File: src/rtl/shift_add_mult8_pkg.sv
// shift_add_mult8_pkg: state encoding and width helper shared by the multiplier set
package shift_add_mult8_pkg;
    typedef enum logic [1:0] {ST_IDLE = 2'd0, ST_BUSY = 2'd1, ST_DONE = 2'd2} state_t;
    function automatic int clog2(input int v);
        int r = 0;
        while ((1 << r) < v) r++;
        return r;
    endfunction
endpackage

File: src/rtl/shift_add_mult8_if.sv
// shift_add_mult8_if: operand/result handshake bundle for the multipliers
interface shift_add_mult8_if #(parameter int WIDTH = 8);
    logic start;
    logic [WIDTH-1:0] a;
    logic [WIDTH-1:0] b;
    logic busy;
    logic done;
    logic [2*WIDTH-1:0] p;
    modport master(output start, a, b, input busy, done, p);
    modport slave(input start, a, b, output busy, done, p);
endinterface

File: src/rtl/fa.sv
// fa: full-adder cell
module fa (
    input  logic a,
    input  logic b,
    input  logic ci,
    output logic s,
    output logic co
);
    assign s = a ^ b ^ ci;
    assign co = (a & b) | (ci & (a ^ b));
endmodule

File: src/rtl/ha.sv
// ha: half-adder cell
module ha (
    input  logic a,
    input  logic b,
    output logic s,
    output logic c
);
    assign s = a ^ b;
    assign c = a & b;
endmodule

File: src/rtl/shift_add_mult8_add_cout.sv
// shift_add_mult8_add_cout: WIDTH-bit ripple adder exposing its carry-out
module shift_add_mult8_add_cout #(parameter int WIDTH = 8) (
    input  logic [WIDTH-1:0] a,
    input  logic [WIDTH-1:0] b,
    output logic [WIDTH-1:0] sum,
    output logic             cout
);
    logic [WIDTH:1] c;
    ha u_ha (.a(a[0]), .b(b[0]), .s(sum[0]), .c(c[1]));
    genvar i;
    generate
        for (i = 1; i < WIDTH; i++) begin : g_fa
            fa u_fa (.a(a[i]), .b(b[i]), .ci(c[i]), .s(sum[i]), .co(c[i+1]));
        end
    endgenerate
    assign cout = c[WIDTH];
endmodule

File: src/rtl/shift_add_mult8.sv
// shift_add_mult8: sequential shift-and-add unsigned multiplier, one add per cycle
module shift_add_mult8
    import shift_add_mult8_pkg::*;
#(parameter int WIDTH = 8) (
    input logic clk,
    input logic rst_n,
    shift_add_mult8_if.slave bus
);
    localparam int CW = clog2(WIDTH + 1);
    state_t state, state_nxt;
    logic [WIDTH-1:0] m, acc, q, sum;
    logic [CW-1:0] cnt;
    logic c, load;
    // masking m with q[0] gives the "acc + m or acc" mux ahead of the adder
    shift_add_mult8_add_cout #(.WIDTH(WIDTH)) u_add (
        .a(acc), .b(m & {WIDTH{q[0]}}), .sum(sum), .cout(c)
    );
    assign load = bus.start && state != ST_BUSY;
    always_ff @(posedge clk or negedge rst_n) begin
        if (!rst_n) state <= ST_IDLE;
        else state <= state_nxt;
    end
    always_comb begin
        state_nxt = load ? ST_BUSY :
                    state == ST_DONE ? ST_IDLE :
                    (state == ST_BUSY && cnt == CW'(1)) ? ST_DONE : state;
    end
    always_ff @(posedge clk or negedge rst_n) begin
        if (!rst_n) begin
            m <= '0;
            acc <= '0;
            q <= '0;
            cnt <= '0;
        end else if (load) begin
            m <= bus.a;
            q <= bus.b;
            acc <= '0;
            cnt <= CW'(WIDTH);
        end else if (state == ST_BUSY) begin
            {acc, q} <= {c, sum, q[WIDTH-1:1]};
            cnt <= cnt - CW'(1);
        end
    end
    assign bus.busy = state == ST_BUSY;
    assign bus.done = state == ST_DONE;
    assign bus.p = {acc, q};
endmodule

File: src/flat_wrapper.sv
// flat-port wrapper written by rule: the top's interface ports become plain ports
module shift_add_mult8_flat import shift_add_mult8_pkg::*;
#(parameter int WIDTH = 8)
  (clk, rst_n, bus_start, bus_a, bus_b, bus_busy, bus_done, bus_p);
  shift_add_mult8_if #(.WIDTH(WIDTH)) bus_i ();
  input logic clk;
  input logic rst_n;
  input wire logic [$bits(bus_i.start)-1:0] bus_start;
  input wire logic [$bits(bus_i.a)-1:0] bus_a;
  input wire logic [$bits(bus_i.b)-1:0] bus_b;
  output wire logic [$bits(bus_i.busy)-1:0] bus_busy;
  output wire logic [$bits(bus_i.done)-1:0] bus_done;
  output wire logic [$bits(bus_i.p)-1:0] bus_p;
  assign bus_i.start = bus_start;
  assign bus_i.a = bus_a;
  assign bus_i.b = bus_b;
  assign bus_busy = bus_i.busy;
  assign bus_done = bus_i.done;
  assign bus_p = bus_i.p;
  shift_add_mult8 #(.WIDTH(WIDTH)) u_core (.clk(clk), .rst_n(rst_n), .bus(bus_i));
endmodule
File: config.mk
export PLATFORM = sky130hd
export DESIGN_NAME = shift_add_mult8_flat
export DESIGN_NICKNAME = d
export VERILOG_FILES = /design/src/rtl/shift_add_mult8_pkg.sv /design/src/rtl/shift_add_mult8_if.sv /design/src/rtl/fa.sv /design/src/rtl/ha.sv /design/src/rtl/shift_add_mult8_add_cout.sv /design/src/rtl/shift_add_mult8.sv /design/src/flat_wrapper.sv
export SDC_FILE = /design/constraint.sdc
export NUM_CORES = 1
export LEC_CHECK = 0
export BUFFER_PORTS_ARGS = -buffer_cell sky130_fd_sc_hd__buf_2
export CAP_MARGIN = 30
export CORE_MARGIN = 3
export CORE_UTILIZATION = 53
export CTS_CLUSTER_SIZE = 30
export DETAILED_ROUTE_END_ITERATION = 8
export PLACE_DENSITY = 0.79
export SLEW_MARGIN = 20
export SYNTH_ARGS = -nofsm -noshare
export SYNTH_HDL_FRONTEND = slang
export SYNTH_SLANG_ARGS = --single-unit
File: constraint.sdc
create_clock -name clk -period 4.65 [get_ports clk]
set_input_delay 0.2325 -clock clk [delete_from_list [all_inputs] [get_ports clk]]
set_output_delay 0.2325 -clock clk [all_outputs]
set_load 0.005 [all_outputs]
==> results by group, run 1 <==
Outcome
  • Result of the run: finished clean

Yosys
  • Largest area contributor in the synthesized netlist: dfrtp_1
  • Post-synthesis cell area: 1620 µm²
  • Warnings, synthesis: 0
  • Share of the yosys chip area belonging to registers: between 40% and 50%
  • Synth top area share: between 40% and 50%
  • Syn Area/Cell: 11.2 µm²
  • Proportion of synthesized flip-flops having asynchronous set or reset: 100%
  • Leading cell types by total area after synthesis: dfrtp_1 (46%), fa_1 (8.7%), mux2_4 (7.4%)
  • Cell variety after synth: 26
  • Number of enable flip-flop cells after synthesis: 0
  • Syn Nets: 173
  • Predominant post-synthesis flop cell: dfrtp_1
  • Cells after Synth: 144
  • Post-synth top cells: dfrtp_1 (30), o21ai_0 (18), nand2_1 (15)
  • Count of state elements after synthesis: 30
  • Cell with the most instances after synthesis: dfrtp_1

Finish
  • Finished Cell Area: 1800 µm²
  • Share of final-layout standard cells stronger than drive strength 1: 29.9%
  • Area grow syn2layout: 11.4%
  • Final Net Count: 202
  • Count of inserted antenna diode cells: 0
  • Final core utilization: a little under two thirds

Critical path
  • Library cell contributing the largest single delay on the critical path: dfrtp_1
  • Type of element capturing the critical path: register
  • Worst-path fanout max: 10
  • Most common cell type on the critical path: fa_1
  • Critical path startpoint category: register
  • Category of the most critical setup path: register to register
  • Required time of the critical path: 4870 ps
  • Worst EP arrival: roughly 4200 ps
  • Crit-path cells: and2_1 -> ha_1 -> inv_1 -> fa_1 -> fa_1 -> fa_1 -> fa_1 -> fa_1 -> inv_1 -> fa_1 -> inv_1 -> fa_1 -> o21ai_0
  • Slowest cell delay on critical path: 510 ps

Clock tree
  • TritonCTS clock tree: done
  • Clock Pin Slew Worst Setup and Hold Paths: ~90 ps
  • Number of buffers created by CTS: 5
  • Number of buffers on the longest clock path: 2
  • Quantity of gates resized following cts: 0
  • Clock latency of the later-clocked register in the worst-skew pair: 330 ps
  • Clock root buffer: clkbuf_4
  • Clock Sink Count: 30
  • Number of levels the H-tree was split into: 2

Die
  • Overall die width: 61.3 µm
  • Y dimension of the die: 61.3 µm
  • Core Area: about 2800 µm²
  • Initial core utilization: 57.2%
  • Cell row count: 19
  • Die area: between 3000 and 4000 µm²
  • Count of pins on the block boundary: 37

Route
  • Pre-antenna DRT Iters: 4
  • Number of design rule violations left after detail routing: 0
  • Routed via count: 1,107
  • Average wire per standard cell: 14.6 µm
  • WL final: between 2000 and 3000 µm
  • Number of nets with antenna violations after detailed routing: 0
  • Vias per Instance: 5.40
  • DRT iter0 DRCs: 46

Placed design
  • Cell area after placement: 1720 µm²
  • Number of buffers inserted by port buffering: 36
  • Final estimated routing congestion in global placement: between 0.7 and 0.8
  • Sum of net half-perimeters after detailed placement: 2270 µm

Power and ir drop
  • Power density of the placed cells: around 680 nW/µm²
  • Worst vdd ir: around 0.32 mV
  • Lkg Pwr: just under 0.9 nW

Job
  • Maximum Capacitance Violations: 0

STA
  • Final setup fails: 0
  • Number of hold violations in the final report: 0
  • Min Tclk post-route: about 4000 ps
  • Worst slew pin tran: 658 ps
  • Worst slew slack as a fraction of its limit: between 50% and 60%
  • Total count of max-transition violations in the final report: 0
  • Final cycle utilization of the critical path: 84.9%
  • Maximum clock rate: 253 MHz
  • Final-layout setup total negative slack: 0 ps
  • Worst Hold Slack: 124 ps
  • Largest clock skew in the final design: 7.17 ps
  • RSZ-0062 raised after global routing: no

GRT
  • Number of global-route vias before repair: between 1,000 and 1,500
  • Total track usage: 18.8%
  • Number of antenna violations at the first check in global routing: 0
  • Global-route wire length before repair: approximately 5000 µm
  • Overflow left after global routing: 0
  • Largest net degree at the start of global routing: 31

Min path
  • Worst min-delay path category: input pin to register
==> logic make-up after synthesis <==
group / after synthesis / synth area share [%]
AND/OR/NAND/NOR: 38 / 12.8
adder cells (fa/ha/maj): 10 / 11.0
multiplexers: 16 / 12.4
buffers and inverters: 28 / 10.4
flip-flops: 30 / 46.4
AO/OA/AOI/OAI: 22 / 7.11
==> routing by layer <==
metal / vias up / share of wire [%] / global-route usage (%)
met1: 551 / 40 / 21.9
met5: - / 0 / 0
met2: 19 / 55 / 32.5
met3: 7 / 3.5 / 5.66
li1: 530 / - / -
met4: 0 / 1.8 / 7.43
==> state kept, by name, indices dropped and copies added (netlist names) <==
signal / cells
u_core.state: 2
u_core.m: 8
u_core.cnt: 4
u_core.acc: 8
u_core.q: 8
==> path summary, 6_finish.rpt <==
kind | cells past startpoint | start | end | slack [ps]
worst max-delay path | 13 | u_core.q[0]$_DFFE_PN0P_ | u_core.acc[6]$_DFFE_PN0P_ | 700
worst min-delay path | 2 | bus_a[2] | u_core.m[2]$_DFFE_PN0P_ | 120
worst max register to register | 13 | u_core.q[0]$_DFFE_PN0P_ | u_core.acc[6]$_DFFE_PN0P_ | 700
worst min register to register | 2 | u_core.q[7]$_DFFE_PN0P_ | u_core.q[6]$_DFFE_PN0P_ | 520
max in group asynchronous | 2 | rst_n | u_core.acc[3]$_DFFE_PN0P_ | 3760
min in group asynchronous | 2 | rst_n | u_core.q[4]$_DFFE_PN0P_ | 450
==> layout by cell type (no fill, tap or decap) <==
master / netlist / routed
a21oi_1: 2 / 2
and2_1: 2 / 2
and3_1: 1 / 1
buf_2: 2 / 36
bufinv_16: 0 / 1
clkbuf_1: 2 / 2
clkbuf_4: 0 / 5
dfrtp_1: 30 / 30
dlygate4sd3_1: 0 / 1
fa_1: 7 / 7
ha_1: 3 / 3
inv_1: 13 / 13
mux2_4: 8 / 8
mux2i_1: 8 / 8
nand2_1: 15 / 15
nand2_8: 1 / 1
nand2b_4: 1 / 1
nand3_1: 9 / 9
nand3b_1: 1 / 1
nor2_1: 1 / 1
nor2b_1: 2 / 2
nor3_1: 4 / 4
nor4b_1: 1 / 1
o211ai_1: 1 / 1
o21ai_0: 18 / 18
o31ai_1: 1 / 1
==> metrics by stage <==
stage | worst slack, ps | power (mW) | cells
after floorplan | 742 | 0.924 | 144
after global placement | 810 | 0.992 | 196
after detailed placement | 673 | 1.03 | 196
after CTS | 656 | 1.24 | 205
after global routing | 435 | 1.33 | 205
final | 701 | 1.22 | 205
==> area by class of cell <==
class | instances | area (µm²)
fillers | 234 | 1030
flip-flops and latches | 30 | 751
multi-input cells | 86 | 699
repair buffers | 37 | 190
inverters | 13 | 48.8
clock buffers | 7 | 45.0
well taps | 31 | 38.8
clock inverters | 1 | 30.0
==> repair_timing <==
action	4_1_cts	5_1_grt
setup buffers	0	0
hold buffers	1	0
setup endpoints to repair	0	0
hold endpoints to repair	30	0
==> worst max-delay path: cells and delay by family (launching register included) <==
kind / cells / cell delay (ps)
fa+ha+maj: 8 / 2870
buf+inv: 3 / 180
flops: 1 / 510
compound gates: 1 / 80
simple gates: 1 / 190
==> power by group <==
part,internal (mW),switching [mW],total (mW)
combinational,0.249,0.276,0.525
clock,0.114,0.0871,0.201
sequential,0.390,0.102,0.492
total,0.753,0.465,1.22
(Power assumes the default switching activity.)
==> run 2, diff against run 1 <==
--- a/config.mk
+++ b/config.mk
@@ -5,13 +5,14 @@
 export SDC_FILE = /design/constraint.sdc
 export NUM_CORES = 1
 export LEC_CHECK = 0
+export ABC_AREA = 1
 export BUFFER_PORTS_ARGS = -buffer_cell sky130_fd_sc_hd__buf_2
 export CAP_MARGIN = 30
 export CORE_MARGIN = 3
-export CORE_UTILIZATION = 53
+export CORE_UTILIZATION = 47
 export CTS_CLUSTER_SIZE = 30
 export DETAILED_ROUTE_END_ITERATION = 8
-export PLACE_DENSITY = 0.79
+export PLACE_DENSITY = 0.74
 export SLEW_MARGIN = 20
 export SYNTH_ARGS = -nofsm -noshare
 export SYNTH_HDL_FRONTEND = slang
==> constraint.sdc (replaced) <==
create_clock -name clk -period 3.5 [get_ports clk]
set_input_delay 0.175 -clock clk [delete_from_list [all_inputs] [get_ports clk]]
set_output_delay 0.175 -clock clk [all_outputs]
set_load 0.005 [all_outputs]
==> results by group, run 2 <==
Placed design
  • Number of buffers inserted by port buffering: 36 (unchanged)
  • Worst setup slack after placement: 64.6 ps (-609 ps)
  • Final estimated routing congestion in global placement: 0.772 (+0.52%)
  • Sum of net half-perimeters after detailed placement: 2150 µm (-5.5%)

GRT
  • Number of global-route vias before repair: 1,176 (+5.9%)
  • Total track usage: 17.5% (-1.4 points)
  • Global-route wire length before repair: 5270 µm (+5.7%)
  • Largest net degree at the start of global routing: 31 (unchanged)
  • Overflow left after global routing: 0 (unchanged)
  • Number of antenna violations at the first check in global routing: 0 (unchanged)

Critical path
  • Most common cell type on the critical path: fa_2
  • Critical path startpoint category: register
  • Slowest cell delay on critical path: 490 ps (-20 ps)
  • Library cell contributing the largest single delay on the critical path: fa_1
  • Crit-path cells: buf_4 -> nand2_1 -> fa_2 -> fa_2 -> fa_2 -> fa_2 -> fa_2 -> inv_2 -> fa_1 -> inv_1 -> fa_1 -> o21ai_1
  • Type of element capturing the critical path: register
  • Worst reg-to-reg path cell count: 12 (-1)
  • Critical path depth in cells: 12 (-1)
  • Worst Path Buf+Inv: 3 (unchanged)
  • Worst-path fanout max: 9 (-1)
  • Top delay family on crit path: adder cells
  • Required time of the critical path: 3720 ps (-1150 ps)
  • Category of the most critical setup path: register to register
  • Worst EP arrival: 3560 ps (-610 ps)

Clock tree
  • Clock Sink Count: 30 (unchanged)
  • Buffers inserted by post-CTS timing repair: 0 (unchanged)
  • TritonCTS clock tree: done
  • Clock latency of the later-clocked register in the worst-skew pair: 330 ps (about the same)
  • Clock Pin Slew Worst Setup and Hold Paths: 90 ps (about the same)
  • Clock root buffer: clkbuf_4
  • Number of buffers on the longest clock path: 2 (unchanged)
  • Number of levels the H-tree was split into: 2 (unchanged)
  • Number of buffers created by CTS: 5 (unchanged)

Min path
  • Hold Path Depth: 3 (+1)
  • Worst min-delay path category: input pin to register

Die
  • Overall die width: 63.1 µm (+3.0%)
  • Die area: 3990 µm² (+6.2%)
  • Initial core utilization: 49.8% (-7.4 points)
  • Y dimension of the die: 63.1 µm (+3.0%)
  • Count of pins on the block boundary: 37 (unchanged)
  • Core Area: 3080 µm² (+8.8%)
  • Cell row count: 20 (+1)

Finish
  • Regs by FF count: u_core.acc x8, u_core.m x8, u_core.q x8
  • Commonest cells after routing, fill and taps aside: nand2_1 (65), buf_2 (36), dfrtp_1 (30)
  • Count of inserted antenna diode cells: 0 (unchanged)
  • Fill count: 293 (+25%)
  • Share of final-layout standard cells stronger than drive strength 1: 25.7% (-4.2 points)
  • Area grow syn2layout: 13.5%
  • Most common cell after layout, fill and taps aside: nand2_1
  • Final Net Count: 235 (+16%)
  • Final core utilization: 56.6% (-7.1 points)

Route
  • Average wire per standard cell: 11.9 µm (-18%)
  • WL final: 2990 µm (unchanged)
  • Routed via count: 1,172 (+5.9%)
  • DRT iter0 DRCs: 43 (-6.5%)
  • Number of nets with antenna violations after detailed routing: 0 (unchanged)
  • Vias per Instance: 4.69 (-13%)
  • Number of design rule violations left after detail routing: 0 (unchanged)
  • Pre-antenna DRT Iters: 4 (unchanged)

Yosys
  • Synth top area share: 48.9% (+2.6 points)
  • Leading cell types by total area after synthesis: dfrtp_1 (49%), nand2_1 (16%), fa_1 (9.1%)
  • Cell with the most instances after synthesis: nand2_1
  • Predominant post-synthesis flop cell: dfrtp_1
  • Count of state elements after synthesis: 30 (unchanged)
  • Syn Nets: 203 (+17%)
  • Number of enable flip-flop cells after synthesis: 0 (unchanged)
  • Share of the yosys chip area belonging to registers: 48.9% (+2.6 points)
  • Post-synthesis cell area: 1530 µm² (-5.3%)
  • Proportion of synthesized flip-flops having asynchronous set or reset: 100% (unchanged)
  • Post-synth top cells: nand2_1 (65), dfrtp_1 (30), inv_1 (18)
  • Largest area contributor in the synthesized netlist: dfrtp_1
  • Cells after Synth: 174 (+21%)
  • Cell variety after synth: 17 (-35%)
  • Warnings, synthesis: 0 (unchanged)
  • Syn Area/Cell: 8.82 µm² (-22%)

Power and ir drop
  • Lkg Pwr: 0.940 nW (+5.7%)
  • Worst vdd ir: 0.394 mV (+21%)
  • Total power after layout: 1.46 mW (+19%)
  • Power density of the placed cells: 836 nW/µm² (+24%)

STA
  • Min Tclk post-route: 3340 ps (-609 ps)
  • Final setup fails: 0 (unchanged)
  • Largest clock skew in the final design: 8.58 ps (+1.42 ps)
  • Maximum clock rate: 299 MHz (+18%)
  • Worst slew slack as a fraction of its limit: 45.1% (-11 points)
  • Total count of max-transition violations in the final report: 0 (unchanged)
  • Final cycle utilization of the critical path: 95.4% (+10 points)
  • Final worst-path setup slack: 160 ps (-541 ps)
  • Number of hold violations in the final report: 0 (unchanged)
  • Worst slew pin tran: 821 ps (+162 ps)

Job
  • Maximum Capacitance Violations: 0 (unchanged)

Outcome
  • Result of the run: finished clean
run 2: cell families (layout without fill, tap and decap cells):
kind of cell	count (synthesis)	after routing	share of synthesized area, %
AOI/OAI and AO/OA	12	12	4.40
adders and majority gates	10	10	11.6
buffers and inverters	34	66	12.0
DFF	30	30	48.9
and+or+nand+nor	88	88	23.1
run 2: worst min-delay path: cells and delay by family:
kind	cells	cell delay (ps)
buffers and inverters	1	70
AND/OR/NAND/NOR	2	80
run 2: area by class of cell:
class | count | area, µm² | share of cell area [%]
sequential | 30 | 751 | 43.1
multi-input combinational | 110 | 612 | 35.1
timing repair buffer | 38 | 198 | 11.4
inverter | 21 | 81.3 | 4.67
tap | 44 | 55.1 | 3.16
clock buffer | 7 | 45.0 | 2.59
run 2: repair_timing:
action,in CTS,in global routing
setup endpoints to repair,0,2
hold endpoints to repair,30,0
hold buffers,1,0
gates resized for setup,0,3
run 2: per-stage QoR:
stage / TNS [ps] / instances / hold slack [ps] / cell area [µm²]
5_1_grt: -7.22 / 250 / 39.8 / 1740
6_report: 0 / 250 / 30.0 / 1740
3_3_place_gp: 0 / 242 / 245 / 1680
2_1_floorplan: 0 / 174 / -121 / 1550
3_5_place_dp: 0 / 242 / 246 / 1680
4_1_cts: 0 / 250 / 18.7 / 1740
run 2: routing by layer:
| metal | GRT usage [%] | up-vias | part of all wire, % |
|---|---|---|---|
| met1 | 22.9 | 548 | 45 |
| met5 | 0 | - | 0 |
| met2 | 26.4 | 26 | 48 |
| li1 | - | 590 | - |
| met3 | 4.28 | 8 | 5.1 |
| met4 | 9.92 | 0 | 2.5 |
run 2: worst paths after layout:
check                                            end  slack, ps               startpoint
max                        u_core.acc[6]$_DFFE_PN0P_        160  u_core.q[0]$_DFFE_PN0P_
min                          u_core.m[5]$_DFFE_PN0P_         30                 bus_a[5]
max reg2reg                u_core.acc[6]$_DFFE_PN0P_        160  u_core.q[0]$_DFFE_PN0P_
min reg2reg                  u_core.m[6]$_DFFE_PN0P_        490  u_core.m[6]$_DFFE_PN0P_
max in group asynchronous    u_core.q[5]$_DFFE_PN0P_       2670                    rst_n
min in group asynchronous    u_core.q[1]$_DFFE_PN0P_        400                    rst_n
run 2: power breakdown:
group	leakage [nW]	switching, mW	internal (mW)
combinational	0.539	0.412	0.259
sequential	0.376	0.0950	0.504
clock	0.0254	0.110	0.0755
